[src/rtl/uart_pkg.sv]
// Shared definitions for the UART transmit-side arbiter.
//   arb_state_t : sequencer states (IDLE, LAUNCH, WAIT_DONE)
//   UART_DATA_W : width of one UART byte
//   rr_next_idx : round-robin successor of an index, wrapping at n
package uart_pkg;

  localparam int UART_DATA_W = 8;

  typedef enum logic [1:0] {
    IDLE      = 2'd0,
    LAUNCH    = 2'd1,
    WAIT_DONE = 2'd2
  } arb_state_t;

  function automatic int rr_next_idx(input int idx, input int n);
    return (idx >= n - 1) ? 0 : idx + 1;
  endfunction

endpackage

[src/rtl/rr_arbiter.sv]
// Combinational round-robin picker. The search starts at (ptr + 1) mod N_REQ
// and wraps, so the requester at ptr has the lowest priority.
// Ports:
//   req     : request vector
//   ptr     : index of the last grant
//   gnt     : one-hot grant (all zero when no request)
//   gnt_idx : binary index of the grant
//   any     : at least one request present
module rr_arbiter
  import uart_pkg::*;
#(
  parameter  int N_REQ = 4,
  localparam int IDW   = (N_REQ > 1) ? $clog2(N_REQ) : 1
) (
  input  logic [N_REQ-1:0] req,
  input  logic [IDW-1:0]   ptr,
  output logic [N_REQ-1:0] gnt,
  output logic [IDW-1:0]   gnt_idx,
  output logic             any
);

  int pos;

  // Walk the priority ring starting just after ptr; the first hit wins.
  always_comb begin
    gnt     = '0;
    gnt_idx = '0;
    any     = 1'b0;
    pos     = int'(ptr);
    for (int k = 0; k < N_REQ; k++) begin
      pos = rr_next_idx(pos, N_REQ);
      for (int i = 0; i < N_REQ; i++) begin
        if (!any && (i == pos) && req[i]) begin
          gnt[i]  = 1'b1;
          gnt_idx = IDW'(i);
          any     = 1'b1;
        end
      end
    end
  end

endmodule

[src/rtl/uart_tx_arbiter.sv]
// Shares one uart_tx between N_REQ byte producers with round-robin
// arbitration and sequences the start/busy handshake of the transmitter.
// Optional feature: define UART_ARB_TIMEOUT_EN to abandon a launch that
// never sees busy within TIMEOUT cycles (sets sticky err).
// Ports:
//   clk, srst_n : clock, asynchronous active-low reset
//   req_valid   : per-requester byte pending
//   req_data    : requester i byte at [8*i+7:8*i]
//   req_ready   : one-hot accept pulse (combinational from state and valids)
//   tx_start    : registered start strobe to uart_tx, held until busy seen
//   tx_data     : registered byte to uart_tx, stable while active
//   tx_busy     : uart_tx busy, asynchronous, synchronised here
//   grant_id    : index of current or last granted requester
//   active      : sequencer not in IDLE
//   err         : sticky launch timeout (0 unless UART_ARB_TIMEOUT_EN)
module uart_tx_arbiter
  import uart_pkg::*;
#(
  parameter  int N_REQ       = 4,
  parameter  int SYNC_STAGES = 2,
  parameter  int TIMEOUT     = 4096,
  localparam int IDW         = (N_REQ > 1) ? $clog2(N_REQ) : 1
) (
  input  logic                         clk,
  input  logic                         srst_n,
  input  logic [N_REQ-1:0]             req_valid,
  input  logic [N_REQ*UART_DATA_W-1:0] req_data,
  output logic [N_REQ-1:0]             req_ready,
  output logic                         tx_start,
  output logic [UART_DATA_W-1:0]       tx_data,
  input  logic                         tx_busy,
  output logic [IDW-1:0]               grant_id,
  output logic                         active,
  output logic                         err
);

  logic [N_REQ-1:0][UART_DATA_W-1:0] req_bytes;
  logic [SYNC_STAGES-1:0]            busy_sync;
  logic                              busy_s;
  arb_state_t                        state;
  logic [IDW-1:0]                    rr_ptr;
  logic [N_REQ-1:0]                  gnt;
  logic [IDW-1:0]                    gnt_idx;
  logic                              gnt_any;
  logic [UART_DATA_W-1:0]            win_byte;
  logic                              can_grant;

  assign req_bytes = req_data;

  // tx_busy synchroniser; busy_s is the last stage.
  always_ff @(posedge clk or negedge srst_n) begin
    if (!srst_n) busy_sync <= '0;
    else         busy_sync <= {busy_sync[SYNC_STAGES-2:0], tx_busy};
  end
  assign busy_s = busy_sync[SYNC_STAGES-1];

  rr_arbiter #(.N_REQ(N_REQ)) u_rr (
    .req     (req_valid),
    .ptr     (rr_ptr),
    .gnt     (gnt),
    .gnt_idx (gnt_idx),
    .any     (gnt_any)
  );

  // One-hot mux of the winning byte.
  always_comb begin
    win_byte = '0;
    for (int i = 0; i < N_REQ; i++) begin
      if (gnt[i]) win_byte = win_byte | req_bytes[i];
    end
  end

  // Gating with srst_n keeps req_ready low for the whole reset pulse even
  // though the state already reads IDLE.
  assign can_grant = (state == IDLE) && !busy_s;
  assign req_ready = (srst_n && can_grant) ? gnt : '0;
  assign active    = (state != IDLE);
  assign grant_id  = rr_ptr;

`ifdef UART_ARB_TIMEOUT_EN
  localparam int             TW      = $clog2(TIMEOUT + 1);
  localparam logic [TW-1:0]  TO_LAST = TW'(TIMEOUT - 1);
  logic [TW-1:0] to_cnt;
  logic          err_q;
  assign err = err_q;
`else
  logic timeout_unused;
  assign timeout_unused = (TIMEOUT > 0);
  assign err = 1'b0;
`endif

  always_ff @(posedge clk or negedge srst_n) begin
    if (!srst_n) begin
      state    <= IDLE;
      tx_start <= 1'b0;
      tx_data  <= '0;
      rr_ptr   <= '0;
`ifdef UART_ARB_TIMEOUT_EN
      to_cnt   <= '0;
      err_q    <= 1'b0;
`endif
    end else begin
      case (state)
        IDLE: begin
          if (can_grant && gnt_any) begin
            tx_data  <= win_byte;
            rr_ptr   <= gnt_idx;
            tx_start <= 1'b1;
            state    <= LAUNCH;
`ifdef UART_ARB_TIMEOUT_EN
            to_cnt   <= '0;
`endif
          end
        end
        LAUNCH: begin
          if (busy_s) begin
            tx_start <= 1'b0;
            state    <= WAIT_DONE;
          end
`ifdef UART_ARB_TIMEOUT_EN
          // Byte is dropped; the pointer already moved past this requester.
          else if (to_cnt == TO_LAST) begin
            tx_start <= 1'b0;
            err_q    <= 1'b1;
            state    <= IDLE;
          end else begin
            to_cnt <= to_cnt + TW'(1);
          end
`endif
        end
        WAIT_DONE: begin
          if (!busy_s) state <= IDLE;
        end
        default: state <= IDLE;
      endcase
    end
  end

endmodule

[config.mk]
export PLATFORM = sky130hd
export DESIGN_NAME = uart_tx_arbiter
export DESIGN_NICKNAME = d
export VERILOG_FILES = /design/src/rtl/uart_pkg.sv /design/src/rtl/rr_arbiter.sv /design/src/rtl/uart_tx_arbiter.sv
export SDC_FILE = /design/constraint.sdc
export NUM_CORES = 1
export LEC_CHECK = 0
export CORE_ASPECT_RATIO = 2
export CORE_MARGIN = 10
export CORE_UTILIZATION = 39
export CTS_CLUSTER_DIAMETER = 30
export CTS_CLUSTER_SIZE = 12
export DETAILED_ROUTE_END_ITERATION = 6
export GPL_ROUTABILITY_DRIVEN = 0
export PLACE_DENSITY = 0.89
export SLEW_MARGIN = 20
export SYNTH_ARGS = -nofsm -noshare
export SYNTH_HDL_FRONTEND = slang
export SYNTH_SLANG_ARGS = --single-unit
export TNS_END_PERCENT = 30
[constraint.sdc]
create_clock -name clk -period 1.65 [get_ports clk]
set_input_delay 0.165 -clock clk [delete_from_list [all_inputs] [get_ports clk]]
set_output_delay 0.165 -clock clk [all_outputs]
set_load 0.005 [all_outputs]
* Word level (Yosys, flattened, before mapping)
Index checks and enable logic that the tools add are counted.
** Word-level totals
- Word-level logic and storage cells :: 155
- Output and inout bits :: 17
- Input bits :: 39
- Register bits :: 15
** Operators by class
- Bitwise operators :: 3
- Equality and inequality tests :: 17
- Reduce and logical (&&, ||, !) cells :: 60
- $lt $le $gt $ge :: 4
- Add/subtract/negate cells :: 4
- Mux-type cells :: 62
** Operators by type and width (number)
- $eq A3 B32 Y1 const A :: 8
- $eq A2 B32 Y1 const A :: 4
- $logic_not A32 Y1 :: 4
- $mux W32 :: 4
- $add A32 B2 Y32 const B :: 3
- $ge A32 B3 Y1 const B :: 3
- $logic_and A1 B1 Y1 :: 34
- $mux W1 :: 34
- $mux W2 :: 17
- $mux W8 :: 4
- $or A8 B8 Y8 :: 3
- $logic_not A1 Y1 :: 16
- $pmux W2 S3 :: 1
- $reduce_and A3 Y1 :: 2
- $mux W4 :: 1
- $ne A2 B2 Y1 const B :: 2
- $reduce_bool A2 Y1 :: 2
- $add A2 B1 Y3 const B :: 1
- $eq A2 B1 Y1 const B :: 1
- $eq A2 B2 Y1 const B :: 1
- $ge A2 B2 Y1 const B :: 1
- $logic_not A2 Y1 :: 1
- $ne A2 B1 Y1 const B :: 1
- $pmux W1 S2 :: 1
- $reduce_and A2 Y1 :: 1

* Logic depth before layout (Yosys ltp)
- Depth after elaboration :: 68
- Depth in mapped cells :: 6

* Modules after synthesis
A second synthesis with hierarchy kept.
** Unflattened totals
- Cells, all modules :: 104
- Area, all modules :: 972.2 um^2
** By module, submodules not included
- uart_tx_arbiter :: area an instance 753.2 um^2, sequential area each 375.4 um^2, instances 1, cells each 71
- rr_arbiter :: area an instance 219.0 um^2, sequential area each 0.0 um^2, instances 1, cells each 33

* Worst setup path before layout
Ideal clock, no wire load.
- Kind :: reg-to-reg
- Start :: register rr_ptr[1] (netlist: grant_id[1])
- End :: register tx_data[0]
- Slack :: 0.179 ns
- Data required time :: 1.568 ns
- Data arrival time :: 1.389 ns
- Library setup time :: 0.082 ns
- Cell stages (with the launch flop) :: 6
- Buffers on the path :: 1
- Path through :: dfrtp_1 or3b_2 buf_2 a31oi_1 a41oi_1 a31oi_1
** Between the ends
- Word-level cells in the longest chain between the ends :: 67
** RTL lines
- from (decl) :: line uart_tx_arbiter.sv:41 : logic [IDW-1:0] rr_ptr;
- from (signal assigned) :: line uart_tx_arbiter.sv:107 : rr_ptr <= gnt_idx;
- $add A2 B1 Y3 / $ge A2 B2 Y1 (equally long branches) :: line uart_pkg.sv:16 : return (idx >= n - 1) ? 0 : idx + 1;
- $mux W32 (*) :: line uart_pkg.sv:16
- $logic_not A32 Y1 :: line rr_arbiter.sv:33 : if (!any && (i == pos) && req[i]) begin
- $logic_and A1 B1 Y1 :: line rr_arbiter.sv:33
- $mux W1 :: line rr_arbiter.sv:33
- $logic_not A1 Y1 :: line rr_arbiter.sv:33
- $logic_and A1 B1 Y1 (2 in a row) :: line rr_arbiter.sv:33
- $mux W1 :: line rr_arbiter.sv:33
- [48 not listed]
- $logic_not A1 Y1 :: line rr_arbiter.sv:33
- $logic_and A1 B1 Y1 (2 in a row) :: line rr_arbiter.sv:33
- $mux W1 :: line rr_arbiter.sv:33
- $logic_not A1 Y1 :: line rr_arbiter.sv:33
- $logic_and A1 B1 Y1 (2 in a row) :: line rr_arbiter.sv:33
- $mux W1 :: line rr_arbiter.sv:33
- $logic_and A1 B1 Y1 :: line uart_tx_arbiter.sv:105 : if (can_grant && gnt_any) begin
- $reduce_and A2 Y1 (no source line)
- to (signal assigned) :: line uart_tx_arbiter.sv:106 : tx_data <= win_byte;
- to (decl) :: line uart_tx_arbiter.sv:30 : output logic [UART_DATA_W-1:0] tx_data,
Mark *: on every way between the ends. The rest lies on a longest branch, timed or not.
A chain may end at the register's enable or synchronous reset.

* Worst setup path after layout
- Start :: register rr_ptr[1] (netlist: grant_id[1])
- End :: output req_ready[1]
** Between the ends
- Word-level cells in the longest chain between the ends :: 58
** RTL lines
- $add A2 B1 Y3 / $ge A2 B2 Y1 (equally long branches) :: line uart_pkg.sv:16
- $mux W32 (*) :: line uart_pkg.sv:16
- $logic_not A32 Y1 :: line rr_arbiter.sv:33
- $logic_and A1 B1 Y1 :: line rr_arbiter.sv:33
- $mux W1 :: line rr_arbiter.sv:33
- $logic_not A1 Y1 :: line rr_arbiter.sv:33
- $logic_and A1 B1 Y1 (2 in a row) :: line rr_arbiter.sv:33
- $mux W1 :: line rr_arbiter.sv:33
- [39 not listed]
- $mux W1 :: line rr_arbiter.sv:33
- $logic_not A1 Y1 :: line rr_arbiter.sv:33
- $logic_and A1 B1 Y1 (2 in a row) :: line rr_arbiter.sv:33
- $mux W1 :: line rr_arbiter.sv:33
- $logic_not A1 Y1 :: line rr_arbiter.sv:33
- $logic_and A1 B1 Y1 (2 in a row) :: line rr_arbiter.sv:33
- $mux W1 (*) :: line rr_arbiter.sv:33
- $mux W4 (*) :: line uart_tx_arbiter.sv:76 : assign req_ready = (srst_n && can_grant) ? gnt : '0;
- to (decl) :: line uart_tx_arbiter.sv:28 : output logic [N_REQ-1:0] req_ready,
Marked as above.

==> impl_results.md <==
- Status: complete, but fails checks
- Violated checks: negative setup slack
- F_max: 0.589 GHz
- I/O pin count: 56
- EDFF count, synth: 0
- Core area: 2570 µm²
- CP startpoint kind: flop
- Synth top cells by count: a31oi_1, nand2_1, dfrtp_1
- Slowest CP cell: dfrtp_1
- Sink Count: 15
- Library cells used by synthesis: 33
- Initial core utilization: 40.8%
- Cell family with most CP delay: flip-flops
- Max incr delay on CP: 0.40 ns
- Worst Path Arrival: 1.53 ns
- Worst hold path type: input port to async pin
- Die W: 56.7 µm
- Total gr overflow: 0
- Synth Register Bits: 15
- Synth warnings: 0
- Bufs and invs on worst path: 3
- Final worst slack: -0.0471 ns
- Critical Path RT: 1.48 ns
- Most frequent CP cell: buf_6
- DR vias/cell: 5.93
- Synth top area share: 35.8%
- Clk Latency, worst-skew pair: 0.25 ns
- Pleak: 0.795 nW
- Synth Flop Type: dfrtp_1
- Largest net degree at the start of global routing: 16
- Via count: 1394
- DRC: 0
- RSZ-0062 raised after global routing: true
- Most frequent cell after synthesis: a31oi_1
- Crit end category: output pin
- Hold WS: 0.293 ns
- Critical path, cell by cell: buf_6, buf_6, xnor2_2, o211a_1, nor2b_1, buf_2
- Mapped Nets: 169
- Async SR Flop Fraction: 100%
- Synth area leaders: dfrtp_1, a31oi_1, nand2_1, a41oi_1, nor2_1
- DRT antenna net count: 0
- Synthesized area: 1050 µm²
- Total CTS buffers: 3
- Die area: 5290 µm²
- Vias in the first global route: 1406
- P&R area growth vs syn: 77.7%
- Post-layout min period: 1.70 ns
- TritonCTS clock tree: done
- Diodes inserted: 0
- Number of max-cap violations: 0
- Setup TNS: -0.0471 ns
- Sequential element share of the synthesized area: 35.8%
- Share of cells above drive strength 1: 26.6%
- Period Utilization, post-route: 103%
- Synth Instances: 130
- Final count of hold timing violations: 0
- Worst Path Max Fanout: 6
- Initial antenna violation count: 0
- Synthesized area per cell: 8.08 µm²
- Die Y: 93.4 µm
- # rows: 26
- CTS clock-pin slew for the worst setup and hold paths: 0.06 ns
- GRT Overall Usage: 15.2%
- First-pass GRT wire length: 6690 µm
- Setup violations, final: 1
- Detailed placer's ending HPWL: 3210 µm
- Fin. max-slew vios: 0
- Maximum vdd drop: 0.662 mV
- DRT Pass-1 Iters: 4
- H-tree depth: 1
- Total wire length: 4320 µm
- Kind of critical path: flop to output pin
- Net total in the final layout: 247
- Clock Skews: 0.00511 ns
- Routed length per instance: 18.4 µm
- Root Driver: clkbuf_8
- Largest area contributor in the netlist: dfrtp_1
- Iteration-0 DRC Markers: 74
- Buffers added on ports: 54
- Clock Tree Buf Depth: 2
- Pwr dens: 1230 nW/µm²
## worst reg2reg max path: stages (launching register included)
cell,delay (ns)
dfrtp_1,0.40
buf_6,0.14
buf_6,0.12
xnor2_2,0.12
o211a_1,0.24
buf_4,0.13
buf_4,0.15
nand2_1,0.08
a31oi_1,0.09
## registers in the layout (all words and copies together), names as in the netlist
| register | count |
|---|---|
| state | 2 |
| busy_sync | 2 |
| tx_start | 1 |
| grant_id | 2 |
| tx_data | 8 |
## metal layers
| metal | up-vias | GRT usage, % | part of all wire (%) | wire length [µm] |
|---|---|---|---|---|
| met5 | - | 0 | 0 | 0 |
| met4 | 0 | 7.66 | 2.6 | 114 |
| met3 | 15 | 2.03 | 6.1 | 265 |
| met2 | 73 | 29.0 | 55 | 2390 |
| met1 | 670 | 15.1 | 36 | 1550 |
| li1 | 636 | - | - | - |
## what timing repair did
item	in CTS	in global routing
setup buffers	5	4
gates resized for setup	19	17
hold buffers	0	0
endpoints found under the setup margin	5	13
endpoints found under the hold margin	0	0
pin swaps	2	9
## worst paths after layout
path / slack (ns) / cells past startpoint / start / to
max reg2reg: 0.04 / 8 / grant_id[1]$_DFFE_PN0P_ / tx_data[4]$_DFFE_PN0P_
min reg2reg: 0.37 / 0 / busy_sync[0]$_DFF_PN0_ / busy_sync[1]$_DFF_PN0_
min: 0.29 / 2 / srst_n / state[0]$_DFFE_PN0P_
max in group asynchronous: 1.17 / 2 / srst_n / tx_data[1]$_DFFE_PN0P_
min in group clk: 0.36 / 1 / tx_busy / busy_sync[0]$_DFF_PN0_
max: -0.05 / 6 / grant_id[1]$_DFFE_PN0P_ / req_ready[1]
## where the power goes
group / switching (mW) / internal (mW) / total [mW] / leakage [nW]
Sequential: 0.0827 / 0.496 / 0.578 / 0.171
Clock: 0.128 / 0.171 / 0.299 / 0.0228
Combinational: 0.630 / 0.784 / 1.41 / 0.601
## cells by family (layout without fill, tap and decap cells)
| family | Yosys count | after routing | synth area share (%) |
|---|---|---|---|
| flops | 15 | 15 | 35.8 |
| compound gates | 49 | 49 | 32.1 |
| simple gates | 48 | 48 | 20.6 |
| buf+inv | 14 | 91 | 8.58 |
| mux | 1 | 1 | 0.954 |
| other cells | 1 | 1 | 0.357 |
| xor+xnor | 2 | 2 | 1.67 |
## placed cells by master, fill, tap and decap left out, types with 2 or more instances in the layout
master / instances
buf_2: 2
nor2_1: 13
nand2_1: 21
a31oi_1: 25
nor2b_1: 2
o21ai_0: 2
buf_4: 27
a21oi_2: 2
o21ai_1: 2
nand2b_1: 2
clkbuf_2: 2
clkbuf_8: 3
o21ai_2: 2
nand3_2: 2
inv_1: 3
dfrtp_1: 15
buf_6: 4
a41oi_1: 8
clkdlybuf4s50_1: 47
## final cells by class
cell class                 count  area [µm²]
clock buffer                   4        45.0
fill                         200         704
timing repair buffer          84         759
multi-input combinational    101         639
inverter                       3        11.3
sequential                    15         375
tap                           28        35.0
## through the flow
stage	utilization, %	area (µm²)	worst slack (ns)	cells	power (mW)
6_report	72.6	1870	-0.0471	235	2.29
5_1_grt	72.6	1870	-0.0823	235	2.44
4_1_cts	70.7	1820	-0.0995	232	2.18
3_5_place_dp	66.6	1710	-0.374	223	1.75
3_3_place_gp	66.6	1710	-0.344	223	1.69
2_1_floorplan	-	1050	0.179	130	1.15
Note: power is estimated with default switching activity, not from simulation.
